## src/rtl/result_buf_writer.sv

```systemverilog
// Packs classifier results into buffer words and writes them out, one word per WRITE cycle.
// A run is armed by start_i and closed by a one-cycle buf_wr_done pulse after the last word.
module result_buf_writer #(
   parameter int IN_IMG_NUM = 10,
   parameter int RES_W      = 4,
   parameter int WORD_W     = 32,
   parameter int ADDR_W     = 8
) (
   input  logic              clk_i,
   input  logic              rst_i,
   input  logic              start_i,
   input  logic              res_valid_i,
   input  logic [RES_W-1:0]  res_data_i,
   output logic              res_ready_o,
   output logic              buf_we_o,
   output logic [ADDR_W-1:0] buf_addr_o,
   output logic [WORD_W-1:0] buf_wdata_o,
   output logic              buf_wr_done,
   output logic              busy_o,
   output logic [15:0]       img_cnt_o
);

   localparam int LANES  = WORD_W / RES_W;
   localparam int LANE_W = (LANES > 1) ? $clog2(LANES) : 1;
   localparam logic [LANE_W-1:0] LANE_LAST = LANE_W'(LANES - 1);
   localparam logic [15:0]       IMG_LAST  = 16'(IN_IMG_NUM);

   typedef enum logic [1:0] {IDLE, COLLECT, WRITE, DONE} state_t;

   state_t              state_reg;
   logic [LANE_W-1:0]   lane_reg;
   logic [15:0]         img_cnt_reg;
   logic [ADDR_W-1:0]   addr_reg;
   logic [WORD_W-1:0]   pack_reg;
   logic [WORD_W-1:0]   pack_next;
   logic [15:0]         img_cnt_next;
   logic                ready_reg;
   logic                we_reg;
   logic [ADDR_W-1:0]   addr_out_reg;
   logic [WORD_W-1:0]   wdata_reg;
   logic                done_reg;
   logic                handshake;
   logic                word_full;

   // Only the lane addressed by lane_reg takes the incoming result; the rest keep their value.
   genvar gi;
   generate
      for (gi = 0; gi < LANES; gi++) begin : g_lane
         localparam logic [LANE_W-1:0] LANE_IDX = LANE_W'(gi);
         assign pack_next[gi*RES_W +: RES_W] =
            (lane_reg == LANE_IDX) ? res_data_i : pack_reg[gi*RES_W +: RES_W];
      end
   endgenerate

   assign handshake    = ready_reg & res_valid_i;
   assign img_cnt_next = img_cnt_reg + 16'd1;
   assign word_full    = (lane_reg == LANE_LAST);

   always_ff @(posedge clk_i or posedge rst_i) begin
      if (rst_i) begin
         state_reg    <= IDLE;
         lane_reg     <= '0;
         img_cnt_reg  <= '0;
         addr_reg     <= '0;
         pack_reg     <= '0;
         ready_reg    <= 1'b0;
         we_reg       <= 1'b0;
         addr_out_reg <= '0;
         wdata_reg    <= '0;
         done_reg     <= 1'b0;
      end else begin
         case (state_reg)
            IDLE: begin
               if (start_i) begin
                  img_cnt_reg <= '0;
                  addr_reg    <= '0;
                  pack_reg    <= '0;
                  lane_reg    <= '0;
                  ready_reg   <= 1'b1;
                  state_reg   <= COLLECT;
               end
            end
            COLLECT: begin
               if (handshake) begin
                  pack_reg    <= pack_next;
                  img_cnt_reg <= img_cnt_next;
                  lane_reg    <= word_full ? '0 : lane_reg + LANE_W'(1);
                  // Word output is loaded with pack_next so the last lane lands in this write.
                  if (word_full || (img_cnt_next == IMG_LAST)) begin
                     ready_reg    <= 1'b0;
                     we_reg       <= 1'b1;
                     addr_out_reg <= addr_reg;
                     wdata_reg    <= pack_next;
                     state_reg    <= WRITE;
                  end
               end
            end
            WRITE: begin
               we_reg       <= 1'b0;
               addr_out_reg <= '0;
               wdata_reg    <= '0;
               if (img_cnt_reg == IMG_LAST) begin
                  done_reg  <= 1'b1;
                  state_reg <= DONE;
               end else begin
                  addr_reg  <= addr_reg + ADDR_W'(1);
                  pack_reg  <= '0;
                  lane_reg  <= '0;
                  ready_reg <= 1'b1;
                  state_reg <= COLLECT;
               end
            end
            DONE: begin
               done_reg  <= 1'b0;
               state_reg <= IDLE;
            end
            default: state_reg <= IDLE;
         endcase
      end
   end

   assign res_ready_o = ready_reg;
   assign buf_we_o    = we_reg;
   assign buf_addr_o  = addr_out_reg;
   assign buf_wdata_o = wdata_reg;
   assign buf_wr_done = done_reg;
   assign busy_o      = (state_reg != IDLE);
   assign img_cnt_o   = img_cnt_reg;

endmodule

```

## config.mk

```make
export PLATFORM = sky130hd
export DESIGN_NAME = result_buf_writer
export DESIGN_NICKNAME = d
export VERILOG_FILES = /design/src/rtl/result_buf_writer.sv
export SDC_FILE = /design/constraint.sdc
export NUM_CORES = 1
export LEC_CHECK = 0
export ABC_AREA = 0
export CORE_AREA = 2 2 103 145
export CTS_BUF_LIST = sky130_fd_sc_hd__clkbuf_2
export DETAILED_ROUTE_END_ITERATION = 7
export DIE_AREA = 0 0 105 147
export GPL_TIMING_DRIVEN = 0
export SYNTH_ARGS = -nofsm -noshare
export SYNTH_HDL_FRONTEND = slang
export SYNTH_SLANG_ARGS = --single-unit
```

## constraint.sdc

```tcl
create_clock -name clk_i -period 4.8 [get_ports clk_i]
set_input_delay 0.96 -clock clk_i [delete_from_list [all_inputs] [get_ports clk_i]]
set_output_delay 0.96 -clock clk_i [all_outputs]
set_load 0.01 [all_outputs]
```

==> metrics <==
status completed; Worst Path Arrival between 3 and 4 ns; I/O Buffers 63; GRT Total Usage 0.163; Synth cell types 48; largest net degree at the start of global routing 64; Setup-failing EPs final 0; vias per cell 5.04; Initial DRC Count 154; final core utilization 0.435; Layout Cells excl Fill slightly below 800; commonest cells after routing, fill and taps aside nand2_1, dfrtp_1, mux2i_1; post-route ant nets 0; syn_area_per_cell 9.82 um2; FMAX approximately 300 MHz; drt drc 0; dpl ws 1.51 ns; Num Clock Sinks between 100 and 150; maximum clock path buffer count 2; final hold violation count 0; CORE AREA roughly 14000 um2; Tmin final 3.34 ns; number of flops mapped to enable cells by yosys 0; clk_lat worst skew between 0.5 and 0.6 ns; max_cap viols 0; Gates resized, CTS repair 0; Total Die Area 15400 um2; maximum vdd drop 152 uV; WL final 12.0 mm; clock skew after layout 0.0337 ns; Seq/Total Area, Yosys 0.505; CTS tree built; Crit Path Class flip-flop to flip-flop; RSZ-0062 raised after global routing no; H-tree levels 3; min setup slack post-route 1.46 ns; wire per inst between 15 and 20 um; Hold Path Stages 2; YS warnings 0; hpwl dp 8.79 mm; vias in the first global route 4229; Worst setup EP type flip-flop; Num CTS Buffers 9; Async SR Flop Fraction 1.00; share of layout cells above drive strength 1 0.0545; commonest non-fill, non-tap cell in the layout nand2_1; Setup TNS Final 0 ns; Initial Util 0.363; CTS Root Cell clkbuf_2; Final Max Slew Viols 0; global route overflow 0; total setup buffers inserted after CTS 0; pwr/cell area between 400 and 500 nW/um2; worst-margin pin slew 0.710 ns; first-pass GRT wire length 20.4 mm; area growth from synthesis to layout 19.6%; die height 147 um; synthesized net count 543; initial antenna violation count 1; synthesized area 5150 um2; Startpoint Class flip-flop; Rows 52; Mapped Cells between 500 and 600; I/O Pins 68; relative slew slack 0.523; Vias around 4000; Crit Path Max Fanout 10; gpl congestion 0.829; Synth Flop Type dfrtp_1; nets@finish roughly 620; Reg clk slew, reported paths approximately 0.26 ns; Critical Path RT 5.31 ns; Yosys reg bits 104; Pre-antenna DRT Iters 4; Lkg Pwr 3.01 nW; period utilisation layout 0.696; placed instance count 778; Hold WC Path Type flip-flop to flip-flop; Die W 105 um; hold-fix buffers at CTS 0; FF-to-FF path depth 10
[layout make-up]
type	count	area, um2
diodes	1	2.50
multi-input cells	370	2330
fillers	1475	8020
plain buffers	33	155
inverters	18	70.1
flip-flops and latches	104	2600
clock buffers	11	55.1
repair buffers	64	658
well taps	189	236
clock inverters	5	57.6
[logic make-up after synthesis]
kind of cell,synth area share
compound gates,0.125
xor+xnor,0.0136
fa+ha+maj,0.0243
buf+inv,0.0432
flops,0.505
mux,0.132
simple gates,0.157
[Yosys cell counts, types with 2 or more instances]
library cell,n,area share
and4_1,4,0.0068
nor2b_1,2,0.0024
or2_2,5,0.0061
or4_1,2,0.0029
and3_1,3,0.0036
nand2b_1,2,0.0024
o21ai_0,65,0.063
a22o_1,3,0.0051
a32o_1,4,0.0078
o22ai_1,8,0.0097
nand4_1,5,0.0061
nand2_1,113,0.082
o41ai_1,2,0.0034
ha_1,10,0.024
a31oi_1,9,0.011
nand3_1,11,0.011
buf_6,4,0.0087
nor3_1,6,0.0058
dfrtp_1,104,0.50
nor2_1,12,0.0087
inv_1,17,0.012
clkbuf_1,27,0.020
xor2_1,3,0.0051
nor4_1,2,0.0024
xnor2_1,5,0.0085
or3_1,3,0.0036
o31ai_1,2,0.0029
a21o_1,2,0.0029
mux2i_1,67,0.13
a21oi_1,5,0.0049
[per-layer routing]
layer	wire length, um	track usage	vias up	part of all wire
li1	-	-	1978	-
met1	5220	0.196	1941	0.43
met2	6140	0.290	69	0.51
met3	394	0.0271	16	0.033
met4	238	0.0613	0	0.020
met5	0	0	-	0
[critical path, cell delays in order, from the launching register on]
cell and delay (ns):
dfrtp_1 0.56, ha_1 0.35, and4_1 0.22, clkbuf_1 0.26, and4_1 0.31, mux2i_1 0.25, o21ai_0 0.19, o41ai_4 0.50
nand2_4 0.25, buf_6 0.23, mux2i_1 0.16
[per-stage QoR]
step	area (um2)	power (mW)	hold WS (ns)
5_1_grt	6170	3.26	0.539
4_1_cts	6160	3.06	0.521
3_3_place_gp	6020	2.62	0.462
3_5_place_dp	6050	2.65	0.469
2_1_floorplan	5150	2.05	0.438
6_report	6170	3.02	0.514
[worst paths after layout]
| check | slack, ns | to | startpoint |
|---|---|---|---|
| setup reg to reg | 1.46 | buf_wdata_o[26]$_DFFE_PP0P_ | img_cnt_o[0]$_DFFE_PP0P_ |
| min in group asynchronous | 0.72 | buf_wdata_o[1]$_DFFE_PP0P_ | rst_i |
| hold reg to reg | 0.51 | pack_reg[24]$_DFFE_PP0P_ | pack_reg[24]$_DFFE_PP0P_ |
| max in group asynchronous | 3.32 | buf_wr_done$_DFFE_PP0P_ | rst_i |
| hold / removal | 0.51 | pack_reg[24]$_DFFE_PP0P_ | pack_reg[24]$_DFFE_PP0P_ |
| setup / recovery | 1.46 | buf_wdata_o[26]$_DFFE_PP0P_ | img_cnt_o[0]$_DFFE_PP0P_ |
[report_power, final]
part | leakage, nW | switching [mW] | internal [mW] | total (mW)
clock network | 0.0642 | 0.293 | 0.123 | 0.415
logic | 1.60 | 0.681 | 0.608 | 1.29
registers | 1.34 | 0.179 | 1.14 | 1.32
total | 3.01 | 1.15 | 1.87 | 3.02
No activity file was read; power rests on OpenSTA's default activity.
